File: src/rtl/eth_pkg.sv
// Ethernet/ARP constants shared by the ARP receiver and transmitter.
package eth_pkg;
  localparam logic [15:0] ETH_TYPE_ARP  = 16'h0806;
  localparam logic [15:0] ARP_HTYPE_ETH = 16'h0001;
  localparam logic [15:0] ARP_PTYPE_IP  = 16'h0800;
  localparam logic [7:0]  ARP_HLEN      = 8'h06;
  localparam logic [7:0]  ARP_PLEN      = 8'h04;
  localparam logic [15:0] ARP_OP_REQ    = 16'h0001;
  localparam logic [15:0] ARP_OP_REP    = 16'h0002;
  localparam logic [47:0] MAC_BROADCAST = 48'hFFFF_FFFF_FFFF;

  typedef enum logic [1:0] {ST_IDLE, ST_HDR, ST_WAIT_EOP, ST_DONE} arp_rx_state_e;
endpackage

File: src/rtl/arp_rx_stats.sv
// Saturating good/drop frame counters for the ARP receiver.
module arp_rx_stats (
  input  logic        clk_156_25,
  input  logic        rst_n,
  input  logic        good_inc,
  input  logic        drop_inc,
  output logic [15:0] good_cnt,
  output logic [15:0] drop_cnt
);
  logic [15:0] good_q, good_d, drop_q, drop_d;

  always_comb begin
    good_d = good_q;
    drop_d = drop_q;
    if (good_inc && good_q != 16'hFFFF) good_d = good_q + 16'd1;
    if (drop_inc && drop_q != 16'hFFFF) drop_d = drop_q + 16'd1;
  end

  always_ff @(posedge clk_156_25 or negedge rst_n) begin
    if (!rst_n) begin
      good_q <= '0;
      drop_q <= '0;
    end else begin
      good_q <= good_d;
      drop_q <= drop_d;
    end
  end

  assign good_cnt = good_q;
  assign drop_cnt = drop_q;
endmodule

File: src/rtl/arp_recv_from_10gmac.sv
// ARP receiver on a 64-bit Avalon-ST 10G MAC stream; captures header beats 0..5 and
// validates on DONE. Define ARP_RX_STATS_EN to build the good/drop counters.
module arp_recv_from_10gmac
  import eth_pkg::*;
(
  input  logic        clk_156_25,
  input  logic        rst_n,
  input  logic        avalon_st_rx_startofpacket,
  input  logic        avalon_st_rx_valid,
  input  logic        avalon_st_rx_endofpacket,
  output logic        avalon_st_rx_ready,
  input  logic [63:0] avalon_st_rx_data,
  input  logic [2:0]  avalon_st_rx_empty,
  input  logic [5:0]  avalon_st_rx_error,
  input  logic [47:0] local_mac_addr,
  input  logic [31:0] local_ip_addr,
  output logic        arp_rx_done,
  output logic        arp_rx_op,
  output logic [47:0] arp_rx_src_mac,
  output logic [31:0] arp_rx_src_ip,
  output logic [15:0] arp_rx_good_cnt,
  output logic [15:0] arp_rx_drop_cnt
);
  arp_rx_state_e     state_q, state_d;
  logic [2:0]        beat_q, beat_d;
  logic [0:5][63:0]  hdr_q, hdr_d;   // hdr_q[0] holds frame bytes 0..7
  logic [5:0]        err_q, err_d;
  logic              ready_q, done_q, done_d, op_q, op_d;
  logic [47:0]       mac_q, mac_d;
  logic [31:0]       ip_q, ip_d;
  logic              acc, frame_ok, good_pulse, drop_pulse;
  logic [383:0]      hdr_flat;

  assign acc      = avalon_st_rx_valid & ready_q;
  assign hdr_flat = hdr_q;

  // byte n of the frame sits at hdr_flat[383-8n -: 8]
  wire [47:0] f_dst   = hdr_flat[383 -: 48];
  wire [15:0] f_type  = hdr_flat[287 -: 16];
  wire [15:0] f_htype = hdr_flat[271 -: 16];
  wire [15:0] f_ptype = hdr_flat[255 -: 16];
  wire [7:0]  f_hlen  = hdr_flat[239 -: 8];
  wire [7:0]  f_plen  = hdr_flat[231 -: 8];
  wire [15:0] f_op    = hdr_flat[223 -: 16];
  wire [47:0] f_sha   = hdr_flat[207 -: 48];
  wire [31:0] f_spa   = hdr_flat[159 -: 32];
  wire [31:0] f_tpa   = hdr_flat[79 -: 32];

  assign frame_ok = (f_dst == MAC_BROADCAST || f_dst == local_mac_addr) &&
                    f_type == ETH_TYPE_ARP && f_htype == ARP_HTYPE_ETH &&
                    f_ptype == ARP_PTYPE_IP && f_hlen == ARP_HLEN && f_plen == ARP_PLEN &&
                    (f_op == ARP_OP_REQ || f_op == ARP_OP_REP) &&
                    f_tpa == local_ip_addr && err_q == 6'd0;

  always_comb begin
    state_d    = state_q;
    beat_d     = beat_q;
    hdr_d      = hdr_q;
    err_d      = err_q;
    done_d     = 1'b0;
    op_d       = op_q;
    mac_d      = mac_q;
    ip_d       = ip_q;
    good_pulse = 1'b0;
    drop_pulse = 1'b0;
    unique case (state_q)
      ST_IDLE: begin
        if (acc && avalon_st_rx_startofpacket) begin
          hdr_d    = '0;
          hdr_d[0] = avalon_st_rx_data;
          err_d    = '0;
          beat_d   = 3'd1;
          if (avalon_st_rx_endofpacket) drop_pulse = 1'b1;
          else                          state_d    = ST_HDR;
        end
      end
      ST_HDR, ST_WAIT_EOP: begin
        if (acc) begin
          if (avalon_st_rx_startofpacket) begin
            // restart on the new SOP; the interrupted frame is a drop
            drop_pulse = 1'b1;
            hdr_d      = '0;
            hdr_d[0]   = avalon_st_rx_data;
            err_d      = '0;
            beat_d     = 3'd1;
            state_d    = avalon_st_rx_endofpacket ? ST_IDLE : ST_HDR;
          end else if (state_q == ST_HDR) begin
            hdr_d[beat_q] = avalon_st_rx_data;
            beat_d        = beat_q + 3'd1;
            if (beat_q == 3'd5) begin
              if (avalon_st_rx_endofpacket) begin
                err_d   = avalon_st_rx_error;
                state_d = ST_DONE;
              end else begin
                state_d = ST_WAIT_EOP;
              end
            end else if (avalon_st_rx_endofpacket) begin
              drop_pulse = 1'b1;
              state_d    = ST_IDLE;
            end
          end else if (avalon_st_rx_endofpacket) begin
            err_d   = avalon_st_rx_error;
            state_d = ST_DONE;
          end
        end
      end
      ST_DONE: begin
        state_d = ST_IDLE;
        if (frame_ok) begin
          done_d     = 1'b1;
          op_d       = (f_op == ARP_OP_REP);
          mac_d      = f_sha;
          ip_d       = f_spa;
          good_pulse = 1'b1;
        end else begin
          drop_pulse = 1'b1;
        end
      end
    endcase
  end

  always_ff @(posedge clk_156_25 or negedge rst_n) begin
    if (!rst_n) begin
      state_q <= ST_IDLE;
      beat_q  <= '0;
      hdr_q   <= '0;
      err_q   <= '0;
      ready_q <= 1'b0;
      done_q  <= 1'b0;
      op_q    <= 1'b0;
      mac_q   <= '0;
      ip_q    <= '0;
    end else begin
      state_q <= state_d;
      beat_q  <= beat_d;
      hdr_q   <= hdr_d;
      err_q   <= err_d;
      ready_q <= 1'b1;
      done_q  <= done_d;
      op_q    <= op_d;
      mac_q   <= mac_d;
      ip_q    <= ip_d;
    end
  end

  assign avalon_st_rx_ready = ready_q;
  assign arp_rx_done        = done_q;
  assign arp_rx_op          = op_q;
  assign arp_rx_src_mac     = mac_q;
  assign arp_rx_src_ip      = ip_q;

`ifdef ARP_RX_STATS_EN
  arp_rx_stats u_stats (
    .clk_156_25 (clk_156_25),
    .rst_n      (rst_n),
    .good_inc   (good_pulse),
    .drop_inc   (drop_pulse),
    .good_cnt   (arp_rx_good_cnt),
    .drop_cnt   (arp_rx_drop_cnt)
  );
`else
  logic unused_stats;
  assign unused_stats    = good_pulse | drop_pulse;
  assign arp_rx_good_cnt = '0;
  assign arp_rx_drop_cnt = '0;
`endif

  // empty, src MAC in the Ethernet header, THA and trailing padding carry no decision
  logic unused_bits;
  assign unused_bits = ^{avalon_st_rx_empty, hdr_flat[335:288], hdr_flat[127:80], hdr_flat[47:0]};
endmodule

File: config.mk
export PLATFORM = sky130hd
export DESIGN_NAME = arp_recv_from_10gmac
export DESIGN_NICKNAME = d
export VERILOG_FILES = /design/src/rtl/eth_pkg.sv /design/src/rtl/arp_rx_stats.sv /design/src/rtl/arp_recv_from_10gmac.sv
export SDC_FILE = /design/constraint.sdc
export NUM_CORES = 1
export LEC_CHECK = 0
export CORE_MARGIN = 10
export CORE_UTILIZATION = 25
export CTS_BUF_LIST = sky130_fd_sc_hd__clkbuf_2 sky130_fd_sc_hd__clkbuf_4 sky130_fd_sc_hd__clkbuf_8
export DETAILED_ROUTE_END_ITERATION = 8
export SLEW_MARGIN = 20
export SYNTH_ARGS = -nofsm -noshare
export SYNTH_HDL_FRONTEND = slang
export SYNTH_SLANG_ARGS = --single-unit
File: constraint.sdc
create_clock -name clk_156_25 -period 3.2 [get_ports clk_156_25]
set_input_delay 0.64 -clock clk_156_25 [delete_from_list [all_inputs] [get_ports clk_156_25]]
set_output_delay 0.64 -clock clk_156_25 [all_outputs]
set_load 0.02 [all_outputs]
==> flow_summary.toml, run 1 <==
[outcome]
status = "finished clean"

[synth]
ys_types = 40
synthesis.instances = 1231
synth-edff-count = 0
avgSynthCellArea_um2 = 11.83
synth_flop_cell = "dfrtp_1"
netlist_top_cells_area = "dfrtp_1 (57%), mux2_4 (7.2%), o21ai_0 (4.8%)"
yosys_warnings = 0
synth-seq-area-share_pct = 57.37
syn_area_um2 = 14570
synth-seq-cells = 334
yosysTopAreaCell = "dfrtp_1"
async_reset_ff_share_pct = 100.0
synth_top_area_share_pct = 57.37

[layout]
finalNetCount = 1658
finish.utilization_pct = 33.44
final_cell_area_um2 = 19290
final-seq-area_um2 = 8358
fillers = 5852
area_growth_pct = 32.45
multi_input_area_um2 = 5732
instances_no_fill = 2305
drive_above_1_share_pct = 19.88

[worst_setup_path]
r2r-end = "arp_rx_src_ip[14]$_DFFE_PN0P_"
cp.arrival_ps = 3410
r2r-start = "f_op[0]$_DFFE_PN0P_"
endpoint_kind = "flip-flop"
startpoint_type = "flip-flop"
r2r_cells = 8
cp.required_ps = 3710
worstSetupStartpoint = "f_op[0]$_DFFE_PN0P_"
cp_max_fo = 21
r2r_setup_slack_ps = 300
crit_end = "arp_rx_src_ip[14]$_DFFE_PN0P_"
crit_type = "flip-flop to flip-flop"

[detailed_routing]
drt_wl_total_um = 49630
drt_pass1_iterations = 5
drtAntennaViolNets = 0
post_drt_wl_per_cell_um = 21.53
drcViolationCount = 0
vias_per_cell = 4.607
vias = 10620
drt_iter0_drc = 752

[clock_tree]
cts-root-buf = "clkbuf_8"
clk_latency_ps = 650
cts_max_level = 2
cts_sinks = 334
cts_tree = "done"
clockBufferDepth = 3
numCtsBuffers = 60
cts_resized = 0
clkTransAtPathRegs_ps = 70

[timing]
final_hold_viol_count = 0
final-setup-viol-count = 0
grt_setup_unrepaired = "false"
worstMarginPinSlew_ps = 756.8
fmaxAchievable_ghz = 0.3451
period_share_pct = 90.56
relSlewSlack_pct = 49.43
fin_crit_ps = 2898
fin_hold_ws_ps = 477.4
drv_slew = 0
fin_skew_ps = 34.76

[die]
initial_utilization_pct = 25.25
die_w_um = 261.4
die_h_um = 261.4
ioPinCount = 273
num_rows = 88
coreArea_um2 = 57700
dieArea_um2 = 68330

[place]
gp_congestion = 0.8153
port_buffers = 237
hpwlAfterDp_um = 36750
place_area_um2 = 17940
dp_cells = 2196

[worst_hold_path]
min_delay_path_depth = 1
min_path_type = "flip-flop to flip-flop"

[pwr]
peakVddDrop_uv = 284.6
p_total_mw = 13.47
power.density_nw_per_um2 = 698.3
leakage_nw = 8.368

[grt]
grt_first_pass_wirelength_um = 73140
grt_pass1_vias = 11040
grt_max_degree = 82
antenna_found_initial = 6
grt_overflow = 0
grtUsageTotal_pct = 14.26

[run]
max_cap_violations = 0
[per-stage QoR]
step	worst slack, ps	TNS, ps
floorplan	417.9	0
global placement	-321.4	-22010
detailed placement	-280.4	-18070
CTS	262.0	0
global route	23.07	0
finish	302.2	0
[registers in the layout (all words and copies together), names as in the netlist]
register,cells
arp_rx_done,1
beat_q,3
f_type,16
f_tpa,32
err_q,6
f_spa,32
f_sha,48
f_hlen,8
avalon_st_rx_ready,1
f_plen,8
f_dst,48
arp_rx_src_ip,32
state_q,2
arp_rx_op,1
arp_rx_src_mac,48
f_htype,16
f_ptype,16
f_op,16
[critical path, stage by stage (launching register included)]
cell and delay, ps:
dfrtp_1 410, xnor2_1 230, nor4_1 320, nand4_1 240, or4_4 580, nor3_4 180, buf_4 220, buf_12 220
mux2_4 320
[cells by family (layout without fill, tap and decap cells)]
kind of cell	Yosys count	after routing	share of synthesized area (%)
and+or+nand+nor	338	338	11.57
DFF	334	334	57.37
AOI/OAI and AO/OA	213	213	9.087
muxes	132	132	11.99
buffers and inverters	123	400	4.423
xor gates and xnor gates	83	83	4.990
adders and majority gates	6	6	0.5153
other	2	34	0.05155
[timing repair]
action,in CTS,in global routing
buffers inserted,0,0
hold endpoints to repair,8,0
hold buffers,1,0
[layer usage]
metal | track usage (%) | routed length, µm | vias to the layer above
met1 | 18.89 | 22070 | 5339
met5 | 0 | 62 | -
li1 | - | - | 4852
met2 | 22.14 | 22730 | 346
met3 | 4.736 | 3910 | 73
met4 | 3.387 | 857 | 10
[layout make-up]
class,instances,share of cell area [%]
sequential,334,43.32
clock inverter,12,0.6160
antenna,1,0.01297
multi-input combinational,805,29.71
clock buffer,95,6.355
tap,765,4.961
inverter,10,0.1945
timing repair buffer,283,14.84
[cell usage after synthesis, types with 3 or more instances]
cell / n
dfrtp_1: 334
o21ai_0: 140
nand3_1: 138
nand2_1: 94
mux2_4: 70
clkbuf_1: 57
mux2_2: 57
xnor2_1: 56
a22o_1: 48
nand4_1: 33
buf_4: 32
xor2_1: 27
nor4_1: 26
nor2_1: 25
a31o_2: 16
buf_1: 14
inv_1: 10
buf_6: 8
nor4b_1: 7
ha_1: 6
mux2_1: 3
nor2b_1: 3
nor3_1: 3
[cells in the final DEF, fill, tap and decap left out, types with 11 or more instances in the layout]
| master | count |
|---|---|
| dfrtp_1 | 334 |
| clkdlybuf4s50_1 | 236 |
| o21ai_0 | 139 |
| nand3_1 | 138 |
| nand2_1 | 92 |
| clkbuf_8 | 82 |
| mux2_4 | 70 |
| mux2_2 | 57 |
| xnor2_1 | 56 |
| a22o_1 | 48 |
| buf_4 | 34 |
| nand4_1 | 33 |
| conb_1 | 33 |
| xor2_1 | 27 |
| nor4_1 | 26 |
| nor2_1 | 25 |
| a31o_2 | 16 |
| clkbuf_4 | 13 |
| buf_12 | 11 |
[worst min path at each step]
stage	endpoint	startpoint	slack (ps)
after floorplan	arp_rx_done$_DFF_PN0_	rst_n	340
after global placement	arp_rx_src_mac[14]$_DFFE_PN0P_	arp_rx_src_mac[14]$_DFFE_PN0P_	480
after detailed placement	arp_rx_src_mac[14]$_DFFE_PN0P_	arp_rx_src_mac[14]$_DFFE_PN0P_	480
after CTS	arp_rx_src_ip[16]$_DFFE_PN0P_	f_spa[16]$_DFFE_PN0P_	490
after global routing	f_ptype[6]$_DFFE_PN0P_	f_ptype[6]$_DFFE_PN0P_	510
final	arp_rx_src_ip[16]$_DFFE_PN0P_	f_spa[16]$_DFFE_PN0P_	480
[power breakdown]
group / leakage [nW] / internal [mW] / total, mW / switching (mW)
sequential: 4.53 / 5.17 / 5.95 / 0.778
clock: 0.715 / 2.58 / 4.44 / 1.86
combinational: 3.12 / 1.43 / 3.08 / 1.65
total: 8.37 / 9.19 / 13.5 / 4.29
Note: power is estimated with default switching activity, not from simulation.
==> run 2: changes to the inputs <==
PLACE_DENSITY = 0.44   (was not set)
==> run 2 against run 1 <==
Compared with the run above:
- via count decreased by 1.7%
- setup slack got worse by 120 ps
- first-iteration DRC count increased by 19%
- clock-buffer cell count increased by 4
- cell area increased by 0.51%
- sequential share of layout area decreased by 0.22 points
- non-clock buffer count increased by 2
==> flow_summary.toml, run 2 (synthesis gave the netlist of run 1 again) <==
[timing]
drv_slew = 0
grt_setup_unrepaired = "false"
fin_skew_ps = 31.79
final-setup-viol-count = 0
final_hold_viol_count = 0
fin_crit_ps = 3022
fin_hold_ws_ps = 483.5
relSlewSlack_pct = 59.87
worstMarginPinSlew_ps = 601.9
tns_ps = 0
period_share_pct = 94.45
fmaxAchievable_ghz = 0.3309
timing.final.ws_setup_ps = 177.5

[worst_setup_path]
worstSetupStartpoint = "f_op[3]$_DFFE_PN0P_"
endpoint_kind = "flip-flop"
path_buf_inv = 2
cp_max_fo = 18
crit_type = "flip-flop to flip-flop"
cp_slowest_cell = "nor4_1"
crit_chain = "nor4_1 > nand4_1 > nor4_1 > nand3_1 > nor3_4 > buf_12 > buf_12 > mux2_4"
startpoint_type = "flip-flop"
cp.required_ps = 3730
r2r-start = "f_op[3]$_DFFE_PN0P_"
slowest_delay_ps = 640
cp.arrival_ps = 3550
cpLargestDelayFamily = "simple AND/OR/NAND/NOR gates"

[grt]
grt_max_degree = 95
grt_overflow = 0
grt_pass1_vias = 11130
grtUsageTotal_pct = 14.48
grt_first_pass_wirelength_um = 74750
antenna_found_initial = 1

[layout]
finalNetCount = 1661
area_growth_pct = 33.12
drive_above_1_share_pct = 20.46
final_cell_area_um2 = 19390
mostFrequentLayoutCells = "dfrtp_1 (334), clkdlybuf4s50_1 (236), o21ai_0 (139)"
layout_commonest_cell = "dfrtp_1"

[die]
dieArea_um2 = 68330
die_h_um = 261.4
num_rows = 88
die_w_um = 261.4
ioPinCount = 273
coreArea_um2 = 57700
initial_utilization_pct = 25.25

[place]
pre_cts_ws_ps = -394.5
place_area_um2 = 17980
gp_congestion = 0.7877
port_buffers = 237
hpwlAfterDp_um = 36150

[pwr]
p_clk_share_pct = 33.5
leakage_nw = 8.417
p_sw_share_pct = 32.15
power.density_nw_per_um2 = 703.4
p_switching_mw = 4.385
p_int_mw = 9.256
power_frac_seq_pct = 43.7
peakVddDrop_uv = 303.9
combPwrFrac_pct = 22.8

[clock_tree]
clk_latency_ps = 660
numCtsBuffers = 61
clkTransAtPathRegs_ps = 60
cts_sinks = 334
cts_max_level = 2
cts_resized = 0
clockBufferDepth = 3
post_cts_buffers = 0
cts_tree = "done"
cts-root-buf = "clkbuf_8"

[detailed_routing]
vias = 10440
drcViolationCount = 0
drt_wl_total_um = 49730
post_drt_wl_per_cell_um = 21.48
drtAntennaViolNets = 0
drt_pass1_iterations = 5
vias_per_cell = 4.509
drt_iter0_drc = 897

[worst_hold_path]
min_path_type = "primary input to async pin"

[outcome]
status = "finished clean"

[run]
max_cap_violations = 0
## run 2: cell types whose count changed in the layout (fill, tap and decap cells not counted), sizes merged
cell,previous run,this run
buf,46,48
clkbuf,95,99
clkinv,8,13
clkinvlp,1,0
## run 2: final timing paths
| check | depth (start not counted) | endpoint | slack, ps |
|---|---|---|---|
| setup / recovery | 8 | arp_rx_src_ip[6]$_DFFE_PN0P_ | 180 |
| hold / removal | 2 | arp_rx_src_ip[4]$_DFFE_PN0P_ | 480 |
| setup reg to reg | 8 | arp_rx_src_ip[6]$_DFFE_PN0P_ | 180 |
| hold reg to reg | 1 | arp_rx_src_mac[15]$_DFFE_PN0P_ | 490 |
| max in group asynchronous | 3 | f_sha[37]$_DFFE_PN0P_ | 1750 |
| min in group clk_156_25 | 1 | arp_rx_src_mac[15]$_DFFE_PN0P_ | 490 |
## run 2: what timing repair did
item,in CTS,in global routing
hold endpoints to repair,36,0
hold buffers,1,0
endpoints found under the setup margin,0,0
## run 2: layer usage
layer	wire (µm)	vias up	share of wire [%]	global-route usage (%)
met1	23230	5222	47	20.22
met2	22600	284	45	22.28
met3	3099	63	6.2	3.571
met5	0	-	0	0
met4	802	0	1.6	3.179
li1	-	4870	-	-
## run 2: power by group through the flow
stage / combinational [mW] / clock [mW] / sequential, mW
floorplan: 2.02 / 0 / 5.72
global placement: 3.10 / 0 / 6.00
detailed placement: 3.14 / 0 / 6.03
CTS: 3.16 / 4.74 / 5.96
global route: 3.48 / 4.93 / 6.09
finish: 3.10 / 4.57 / 5.97
## run 2: stage by stage
step | utilization (%) | total power [mW] | cells
floorplan | - | 7.736 | 1262
global placement | 31.16 | 9.098 | 2198
detailed placement | 31.16 | 9.169 | 2198
finish | 33.61 | 13.64 | 2315
CTS | 33.61 | 13.86 | 2314
global route | 33.61 | 14.50 | 2314
## run 2: cell type report
| class | count | area (µm²) |
|---|---|---|
| Timing Repair Buffer | 285 | 2903 |
| Clock inverter | 16 | 145.1 |
| Fill cell | 5876 | 38300 |
| Inverter | 10 | 37.54 |
| Sequential cell | 334 | 8358 |
| Tap cell | 765 | 957.2 |
| Multi-Input combinational cell | 805 | 5733 |
| Clock buffer | 99 | 1256 |
| Antenna cell | 1 | 2.502 |
